File: src/rtl/clock_edit_pkg.sv
// rtl/clock_edit_pkg.sv - shared states, cursor codes and default timings for clock_edit_controller
package clock_edit_pkg;

   typedef enum logic [1:0] {
      RUN      = 2'd0,
      EDIT_HR  = 2'd1,
      EDIT_MIN = 2'd2,
      EDIT_SEC = 2'd3
   } editState_t;

   localparam logic [2:0] CUR_NONE = 3'b000;
   localparam logic [2:0] CUR_HR   = 3'b100;
   localparam logic [2:0] CUR_MIN  = 3'b010;
   localparam logic [2:0] CUR_SEC  = 3'b001;

   localparam int DEF_HOLD_CYCLES    = 50000000;
   localparam int DEF_REPEAT_CYCLES  = 10000000;
   localparam int DEF_TIMEOUT_CYCLES = 1000000000;
   localparam int DEF_BLINK_CYCLES   = 25000000;

   function automatic editState_t nextField(input editState_t s);
      case (s)
         RUN:      return EDIT_HR;
         EDIT_HR:  return EDIT_MIN;
         EDIT_MIN: return EDIT_SEC;
         default:  return RUN;
      endcase
   endfunction

   function automatic logic [2:0] cursorOf(input editState_t s);
      case (s)
         EDIT_HR:  return CUR_HR;
         EDIT_MIN: return CUR_MIN;
         EDIT_SEC: return CUR_SEC;
         default:  return CUR_NONE;
      endcase
   endfunction

endpackage

File: src/rtl/btn_edge_repeat.sv
// rtl/btn_edge_repeat.sv - rising-edge detect with optional hold/repeat (CLOCK_EDIT_AUTOREPEAT_EN)
// pulse is combinational from registered history; the caller registers it.
module btn_edge_repeat #(
   parameter int HOLD_CYCLES   = 50000000,
   parameter int REPEAT_CYCLES = 10000000
) (
   input  logic clk,
   input  logic reset,
   input  logic level,
   input  logic enable,
   input  logic repeatEn,
   output logic pulse
);

   logic hist;
   logic edgeSeen;

   assign edgeSeen = level & ~hist;

   // History resets high so a button held through reset release gives no edge.
   always_ff @(posedge clk) begin
      if (reset) hist <= 1'b1;
      else       hist <= level;
   end

`ifdef CLOCK_EDIT_AUTOREPEAT_EN
   localparam int MAXC = (HOLD_CYCLES > REPEAT_CYCLES) ? HOLD_CYCLES : REPEAT_CYCLES;
   localparam int CW   = $clog2(MAXC + 1);

   // holdCnt == 0 means disarmed: only a fresh enabled edge arms the repeat path.
   logic [CW-1:0] holdCnt;
   logic          repeating;
   logic          repPulse;

   always_comb begin
      repPulse = 1'b0;
      if (enable && repeatEn && level && holdCnt != '0) begin
         if (repeating) repPulse = (holdCnt == CW'(REPEAT_CYCLES));
         else           repPulse = (holdCnt == CW'(HOLD_CYCLES));
      end
   end

   always_ff @(posedge clk) begin
      if (reset || !enable || !repeatEn || !level) begin
         holdCnt   <= '0;
         repeating <= 1'b0;
      end else if (edgeSeen) begin
         holdCnt   <= CW'(1);
         repeating <= 1'b0;
      end else if (holdCnt != '0) begin
         if (repPulse) begin
            holdCnt   <= CW'(1);
            repeating <= 1'b1;
         end else begin
            holdCnt <= holdCnt + 1'b1;
         end
      end
   end

   assign pulse = enable & (edgeSeen | repPulse);
`else
   localparam int unusedCfg = HOLD_CYCLES + REPEAT_CYCLES;
   logic unusedRepeat;
   assign unusedRepeat = repeatEn;
   assign pulse = enable & edgeSeen;
`endif

endmodule

File: src/rtl/clock_edit_controller.sv
// rtl/clock_edit_controller.sv - edit-mode sequencer: cursor, up/down/clr strobes, timeout, blink
// Hold-to-repeat on up/down exists only when CLOCK_EDIT_AUTOREPEAT_EN is defined.
module clock_edit_controller
   import clock_edit_pkg::*;
#(
   parameter int HOLD_CYCLES    = DEF_HOLD_CYCLES,
   parameter int REPEAT_CYCLES  = DEF_REPEAT_CYCLES,
   parameter int TIMEOUT_CYCLES = DEF_TIMEOUT_CYCLES,
   parameter int BLINK_CYCLES   = DEF_BLINK_CYCLES
) (
   input  logic       clk,
   input  logic       reset,
   input  logic       btn_mode,
   input  logic       btn_up,
   input  logic       btn_down,
   input  logic       btn_clr,
   output logic [2:0] cursor_pos,
   output logic       up_pulse,
   output logic       down_pulse,
   output logic       clr_pulse,
   output logic       editing,
   output logic       blink
);

   localparam int TW = $clog2(TIMEOUT_CYCLES + 1);
   localparam int BW = $clog2(BLINK_CYCLES + 1);

   editState_t    state, nextState;
   logic [TW-1:0] idleCnt;
   logic [BW-1:0] blinkCnt;
   logic          modeEv, clrEv, upEv, downEv;
   logic          inEdit, pairFree, activity, fieldChange, upGo, downGo;

   assign inEdit   = (state != RUN);
   assign pairFree = ~(btn_up & btn_down);

   btn_edge_repeat #(.HOLD_CYCLES(HOLD_CYCLES), .REPEAT_CYCLES(REPEAT_CYCLES)) modeBtn (
      .clk(clk), .reset(reset), .level(btn_mode), .enable(1'b1), .repeatEn(1'b0), .pulse(modeEv));
   btn_edge_repeat #(.HOLD_CYCLES(HOLD_CYCLES), .REPEAT_CYCLES(REPEAT_CYCLES)) clrBtn (
      .clk(clk), .reset(reset), .level(btn_clr), .enable(1'b1), .repeatEn(1'b0), .pulse(clrEv));
   btn_edge_repeat #(.HOLD_CYCLES(HOLD_CYCLES), .REPEAT_CYCLES(REPEAT_CYCLES)) upBtn (
      .clk(clk), .reset(reset), .level(btn_up), .enable(inEdit & pairFree), .repeatEn(1'b1), .pulse(upEv));
   btn_edge_repeat #(.HOLD_CYCLES(HOLD_CYCLES), .REPEAT_CYCLES(REPEAT_CYCLES)) downBtn (
      .clk(clk), .reset(reset), .level(btn_down), .enable(inEdit & pairFree), .repeatEn(1'b1), .pulse(downEv));

   assign activity = modeEv | clrEv | upEv | downEv;
   // A mode step swallows any up/down strobe landing in the same cycle.
   assign upGo     = upEv & ~modeEv;
   assign downGo   = downEv & ~modeEv;

   always_ff @(posedge clk) begin
      if (reset) state <= RUN;
      else       state <= nextState;
   end

   always_comb begin
      nextState = state;
      if (modeEv)
         nextState = nextField(state);
      else if (inEdit && !activity && idleCnt == TW'(TIMEOUT_CYCLES - 1))
         nextState = RUN;
   end

   assign fieldChange = (nextState != state);

   always_ff @(posedge clk) begin
      if (reset || nextState == RUN || fieldChange || activity) idleCnt <= '0;
      else                                                       idleCnt <= idleCnt + 1'b1;
   end

   always_ff @(posedge clk) begin
      if (reset) begin
         cursor_pos <= CUR_NONE;
         editing    <= 1'b0;
         up_pulse   <= 1'b0;
         down_pulse <= 1'b0;
         clr_pulse  <= 1'b0;
         blink      <= 1'b0;
         blinkCnt   <= '0;
      end else begin
         cursor_pos <= cursorOf(nextState);
         editing    <= (nextState != RUN);
         up_pulse   <= upGo;
         down_pulse <= downGo;
         clr_pulse  <= clrEv;
         // Restart the blink phase visible whenever the field or its value changes.
         if (nextState == RUN) begin
            blink    <= 1'b0;
            blinkCnt <= '0;
         end else if (fieldChange || upGo || downGo) begin
            blink    <= 1'b1;
            blinkCnt <= '0;
         end else if (blinkCnt == BW'(BLINK_CYCLES - 1)) begin
            blink    <= ~blink;
            blinkCnt <= '0;
         end else begin
            blinkCnt <= blinkCnt + 1'b1;
         end
      end
   end

endmodule
File: config.mk
export PLATFORM = sky130hd
export DESIGN_NAME = clock_edit_controller
export DESIGN_NICKNAME = d
export VERILOG_FILES = /design/src/rtl/clock_edit_pkg.sv /design/src/rtl/btn_edge_repeat.sv /design/src/rtl/clock_edit_controller.sv
export SDC_FILE = /design/constraint.sdc
export NUM_CORES = 1
export LEC_CHECK = 0
export ABC_CLOCK_PERIOD_IN_PS = 2500
export BUFFER_PORTS_ARGS = -buffer_cell sky130_fd_sc_hd__buf_2
export CAP_MARGIN = 10
export CORE_MARGIN = 2
export CORE_UTILIZATION = 50
export DETAILED_ROUTE_END_ITERATION = 10
export PLACE_DENSITY = 0.67
export SYNTH_ARGS = -nofsm -noshare
export SYNTH_HDL_FRONTEND = slang
export SYNTH_HIERARCHICAL = 1
export SYNTH_SLANG_ARGS = --single-unit
File: constraint.sdc
create_clock -name clk -period 2.5 [get_ports clk]
set_input_delay 0.5 -clock clk [delete_from_list [all_inputs] [get_ports clk]]
set_output_delay 0.5 -clock clk [all_outputs]
set_load 0.005 [all_outputs]
Word level (Yosys, flattened, before mapping)
Index checks and enable logic that the tools add are counted.
- bits in registers: 69
- input bits: 6
- output and inout port bits: 8
- word-level logic and storage cells: 64
- add/subtract/negate cells: 2
- equal/unequal tests: 8
- multiplexer cells: 6
- bitwise gates (word level): 20
- reductions and logical operators: 15
- operators by type and width (kind ; count):
    $add A30 B1 Y30 const B ; 1
    $eq A30 B30 Y1 const B ; 1
    $add A25 B1 Y25 const B ; 1
    $eq A25 B25 Y1 const B ; 1
    $and A1 B1 Y1 ; 10
    $pmux W3 S3 ; 1
    $not A1 Y1 ; 7
    $eq A2 B2 Y1 const B ; 3
    $pmux W2 S3 ; 1
    $reduce_bool A2 Y1 ; 3
    $logic_or A1 B1 Y1 ; 5
    $eq A2 B1 Y1 const B ; 2
    $logic_not A2 Y1 ; 2
    $mux W2 ; 2
    $reduce_or A4 Y1 ; 1
    $or A1 B1 Y1 ; 3
    $logic_and A1 B1 Y1 ; 2
    $mux W1 ; 2
    $ne A2 B2 Y1 ; 1
    $reduce_or A2 Y1 ; 1
    $logic_not A1 Y1 ; 1

Longest topological paths before layout
- word-level depth: 15
- mapped depth: 10
- depth with buffers taken out: 9

Modules after synthesis
The synthesis kept the hierarchy.
- modules (own cells, without submodules) (module ; instances ; cells an instance ; area each (um2) ; sequential area each (um2)):
    clock_edit_controller ; 1 ; 341 ; 3012.9 ; 1301.2
    btn_edge_repeat ; 4 ; 3 ; 36.3 ; 20.0

Least setup slack after synthesis
OpenSTA, ideal clock, no wires.
- path kind: flip-flop to flip-flop
- start: register state[0]
- end: register blinkCnt[2]
- setup time: 0.121 ns
- arrival time: 2.135 ns
- required time: 2.379 ns
- slack: 0.244 ns
- cell stages (with the launch flop): 9
- path buffers: 1
- period minus slack after synthesis: 2.256 ns
- cells stage by stage: dfxtp_1 > inv_1 > ha_1 > or4b_2 > nor3_2 > o22ai_1 > nor2_4 > buf_2 > nor3_1
- word-level cells in the longest chain between the ends: 14
- elaborated cells on any way between the ends: 22
- ends and longest elaborated chain (element ; line ; source):
    from (decl) ; clock_edit_controller.sv:28 ; editState_t state, nextState;
    from (signal assigned) ; clock_edit_controller.sv:53 ; else state <= nextState;
    $reduce_bool A2 Y1 ; clock_edit_controller.sv:34 ; assign inEdit = (state != RUN);
    $and A1 B1 Y1 ; clock_edit_controller.sv:42, clock_edit_controller.sv:44 ;
    $and A1 B1 Y1 ; btn_edge_repeat.sv:65 ; assign pulse = enable & edgeSeen;
    $or A1 B1 Y1 (2 in series) ; clock_edit_controller.sv:46 ; assign activity = modeEv | clrEv | upEv | downEv;
    $logic_not A1 Y1 ; clock_edit_controller.sv:60 ; else if (inEdit && !activity && idleCnt == TW'(TIMEOUT_CYCLES - 1))
    $logic_and A1 B1 Y1 (2 in series) ; clock_edit_controller.sv:60 ;
    $mux W2 ; clock_edit_controller.sv:60 ;
    $mux W2 ; clock_edit_controller.sv:58 ; if (modeEv)
    $ne A2 B2 Y1 ; clock_edit_controller.sv:64 ; assign fieldChange = (nextState != state);
    $logic_or A1 B1 Y1 (2 in series) ; clock_edit_controller.sv:90 ; end else if (fieldChange || upGo || downGo) begin
    $reduce_or A4 Y1 (no source line) (*) ; - ;
    to (signal assigned) ; clock_edit_controller.sv:97 ; blinkCnt <= blinkCnt + 1'b1;
    to (decl) ; clock_edit_controller.sv:30 ; logic [BW-1:0] blinkCnt;
Every way passes the cells marked *; elsewhere a longest branch is shown, timed or not.
A chain may end at the register's enable or synchronous reset.

Worst setup path after layout
- start: register state[0]
- end: register idleCnt[19]
- word-level cells in the longest chain between the ends: 14
- elaborated cells on any way between the ends: 20
- ends and longest elaborated chain (element ; line ; source):
    $reduce_bool A2 Y1 (*) ; clock_edit_controller.sv:34 ;
    $and A1 B1 Y1 (*) ; clock_edit_controller.sv:42 ; .clk(clk), .reset(reset), .level(btn_up), .enable(inEdit & pairFree), .repeatEn(1'b1), .pulse(upEv));
    $and A1 B1 Y1 (*) ; btn_edge_repeat.sv:65 ;
    via upEv ; clock_edit_controller.sv:31 ; logic modeEv, clrEv, upEv, downEv;
    $or A1 B1 Y1 (*) (2 in series) ; clock_edit_controller.sv:46 ;
    $logic_not A1 Y1 ; clock_edit_controller.sv:60 ;
    $logic_and A1 B1 Y1 (2 in series) ; clock_edit_controller.sv:60 ;
    $mux W2 ; clock_edit_controller.sv:60 ;
    $mux W2 ; clock_edit_controller.sv:58 ;
    $logic_not A2 Y1 ; clock_edit_controller.sv:67 ; if (reset || nextState == RUN || fieldChange || activity) idleCnt <= '0;
    $logic_or A1 B1 Y1 (2 in series) ; clock_edit_controller.sv:67 ;
    $logic_or A1 B1 Y1 (*) ; clock_edit_controller.sv:67 ;
    to (signal assigned) ; clock_edit_controller.sv:68 ; else idleCnt <= idleCnt + 1'b1;
    to (decl) ; clock_edit_controller.sv:29 ; logic [TW-1:0] idleCnt;
The timed path passes the listed nets; every way through them passes the cells marked *.

==> run_summary.xml <==
<?xml version="1.0" encoding="UTF-8"?>
<metrics>
  <group name="global_routing">
    <metric name="number_of_antenna_violations_at_the_first_check_in_global_routing" unit="">0</metric>
    <metric name="grt_start_max_net_pins" unit="">31</metric>
    <metric name="grt_first_pass_wirelength" unit="mm">10.0</metric>
    <metric name="global_route.usage.total" unit="%">17.4</metric>
    <metric name="first_global_vias" unit="">2229</metric>
    <metric name="globalRoute.totalOverflow" unit="">0</metric>
  </group>
  <group name="clock_network">
    <metric name="root_buffer" unit="">sky130_fd_sc_hd__clkbuf_8</metric>
    <metric name="cts_made_buffers" unit="">9</metric>
    <metric name="clk_pin_slew" unit="ns">0.07</metric>
    <metric name="cts_tree" unit="">built</metric>
    <metric name="clock_latency_late_sink" unit="ns">0.33</metric>
    <metric name="htree_num_levels" unit="">3</metric>
    <metric name="hold_buffers" unit="">0</metric>
    <metric name="cts_max_path_buffers" unit="">2</metric>
    <metric name="number_of_clock_sinks" unit="">69</metric>
  </group>
  <group name="setup_path">
    <metric name="timing.critical_path.max_delay_family" unit="">simple AND/OR/NAND/NOR gates</metric>
    <metric name="r2r_start" unit="">state[0]</metric>
    <metric name="critPathMaxFanout" unit="">15</metric>
    <metric name="r2r_setup_slk" unit="ns">0.13</metric>
    <metric name="timing.critical_path.slowest_stage_cell" unit="">sky130_fd_sc_hd__or4_4</metric>
    <metric name="critical_path.startpoint_type" unit="">register</metric>
    <metric name="startpoint" unit="">state[0]</metric>
    <metric name="crit_arrival" unit="ns">2.60</metric>
    <metric name="rr_worst_depth" unit="">10</metric>
    <metric name="timing.critical_path.depth" unit="">10</metric>
    <metric name="crit_path_buf_inv_count" unit="">2</metric>
    <metric name="worstPathRequired" unit="ns">2.73</metric>
    <metric name="path_cells" unit="">inv_2 &gt; ha_4 &gt; a21oi_1 &gt; and3b_2 &gt; or4_4 &gt; nor3_4 &gt; nand3_2 &gt; or3b_4 &gt; clkbuf_16 &gt; nor2_1</metric>
    <metric name="worstReg2RegEnd" unit="">idleCnt[19]</metric>
    <metric name="worst_path_largest_cell_delay" unit="ns">0.50</metric>
    <metric name="worst-setup-path-type" unit="">register to register</metric>
    <metric name="critPathCaptureType" unit="">register</metric>
  </group>
  <group name="routing">
    <metric name="drtPass1Iterations" unit="">4</metric>
    <metric name="drc" unit="">0</metric>
    <metric name="via_count_of_the_routed_design" unit="">2422</metric>
    <metric name="route.final.wire_length" unit="mm">5.95</metric>
    <metric name="postRouteAntennaNets" unit="">0</metric>
    <metric name="post_drt_via_cell_ratio" unit="">5.36</metric>
    <metric name="drt-wirelength-per-cell" unit="um">13.2</metric>
    <metric name="detailedRoute.firstIterationViolations" unit="">105</metric>
  </group>
  <group name="worst_hold_path">
    <metric name="timing.hold.worst_endpoint" unit="">modeBtn/hist</metric>
    <metric name="worstHoldPathType" unit="">primary input to register</metric>
    <metric name="depth_of_the_worst_hold_timing_path" unit="">2</metric>
    <metric name="worst_hold_startpoint" unit="">btn_mode</metric>
  </group>
  <group name="placement">
    <metric name="place_congestion" unit="">0.791</metric>
    <metric name="dp.cells" unit="">435</metric>
    <metric name="hpwlAfterDp" unit="mm">3.88</metric>
    <metric name="io_buffers" unit="">13</metric>
  </group>
  <group name="layout">
    <metric name="antenna-diode-count" unit="">0</metric>
    <metric name="finalNonFillerCells" unit="">452</metric>
    <metric name="finish.net_count" unit="">383</metric>
    <metric name="area_delta_synth_final" unit="%">14.2</metric>
    <metric name="layout-drive-gt1-share" unit="%">14.1</metric>
  </group>
  <group name="sta">
    <metric name="rsz_0062_raised_after_global_routing" unit="">false</metric>
    <metric name="slew_violations" unit="">0</metric>
    <metric name="min_period" unit="ns">2.37</metric>
    <metric name="finClkSkew" unit="ns">0.00550</metric>
    <metric name="setup_violations" unit="">0</metric>
    <metric name="post-route-period-util" unit="%">94.6</metric>
    <metric name="fin_tns_setup" unit="ns">0</metric>
    <metric name="fmaxAchievable" unit="MHz">423</metric>
    <metric name="endpoints_failing_hold" unit="">0</metric>
  </group>
  <group name="run">
    <metric name="max_cap_viol_count" unit="">0</metric>
  </group>
  <group name="die">
    <metric name="floorplan.die_area" unit="sq um">6960</metric>
    <metric name="core.rowCount" unit="">28</metric>
    <metric name="fp.dieH" unit="um">83.4</metric>
    <metric name="initial_core_utilization" unit="%">52.3</metric>
    <metric name="placeableCoreArea" unit="sq um">6030</metric>
    <metric name="die_x_extent" unit="um">83.4</metric>
    <metric name="num_io_pins" unit="">14</metric>
  </group>
  <group name="logic_synthesis">
    <metric name="synthesis.area" unit="sq um">3150</metric>
    <metric name="postSynthCellCount" unit="">352</metric>
    <metric name="yosysWarnings" unit="">6</metric>
    <metric name="syn_area_per_cell" unit="sq um">8.96</metric>
  </group>
  <group name="power_and_ir_drop">
    <metric name="powerDensity" unit="nW/um^2">575</metric>
    <metric name="post-layout-total-power" unit="uW">2070</metric>
    <metric name="total_leakage_power" unit="uW">0.00121</metric>
    <metric name="ir_worst_vdd" unit="V">0.000303</metric>
  </group>
  <group name="status">
    <metric name="status" unit="">finished clean</metric>
  </group>
</metrics>
-- how the worst max path moves through the flow --
stage,endpoint
final,idleCnt[19]
after global routing,idleCnt[12]
after CTS,idleCnt[11]
after detailed placement,idleCnt[18]
after global placement,idleCnt[2]
after floorplan,blinkCnt[2]
-- stage by stage --
step,setup WS [ns],util [%],area [sq um],hold WS [ns]
floorplan,0.244,-,3160,0.426
CTS,0.0179,58.7,3540,0.347
detailed placement,0.0548,55.5,3350,0.462
global route,0.00447,59.8,3600,0.358
finish,0.134,59.8,3600,0.360
global placement,0.111,55.5,3350,0.443
-- placed cells by master (no fill, tap or decap), drive strengths merged, types with 2 or more instances in the layout --
cell type and count:
nand3 22, xnor2 32, ha 4, or2 5, nand2 23, or4 2
and3b 4, nor2b 3, and4 11, a21oi 3, buf 23, nor2 45
inv 9, nor3 25, nor4 4, o21ai 2, or4b 4, conb 2
xor2 22, and2 4, clkbuf 15, dfxtp 69, nor4b 14, nand4 11
and3 9
-- final cells by class --
class / count / area [sq um]
fillers: 531 / 2420
multi-input cells: 260 / 1700
flip-flops and latches: 69 / 1380
repair buffers: 24 / 203
clock buffers: 14 / 163
well taps: 75 / 93.8
inverters: 9 / 33.8
clock inverters: 1 / 30.0
-- layer usage --
| layer | share of wire [%] | up-vias | wire [um] | track usage (%) |
|---|---|---|---|---|
| met5 | 0 | - | 0 | 0 |
| met4 | 0.87 | 0 | 52 | 7.48 |
| met3 | 2.8 | 4 | 167 | 3.88 |
| met2 | 45 | 36 | 2690 | 26.4 |
| met1 | 51 | 1112 | 3050 | 24.0 |
| li1 | - | 1270 | - | - |
-- sequential cells by signal (all words and copies together) (netlist names) --
name	cells
idleCnt	30
downBtn/hist	1
modeBtn/hist	1
cursor_pos	3
upBtn/hist	1
blink	1
up_pulse	1
clrBtn/hist	1
state	2
editing	1
down_pulse	1
clr_pulse	1
blinkCnt	25
-- power by group --
part           switching, uW  internal [uW]  leakage (uW)
Sequential              3.04           1110      0.000558
Combinational           36.3           29.7      0.000554
Clock                    383            512     0.0000968
-- repair_timing --
action                                  in CTS  in global routing
endpoints found under the setup margin       0                 41
hold endpoints to repair                     0                  0
gates resized for setup                      0                  9
setup buffers                                0                  1
Power figures use the tool's default switching activity.
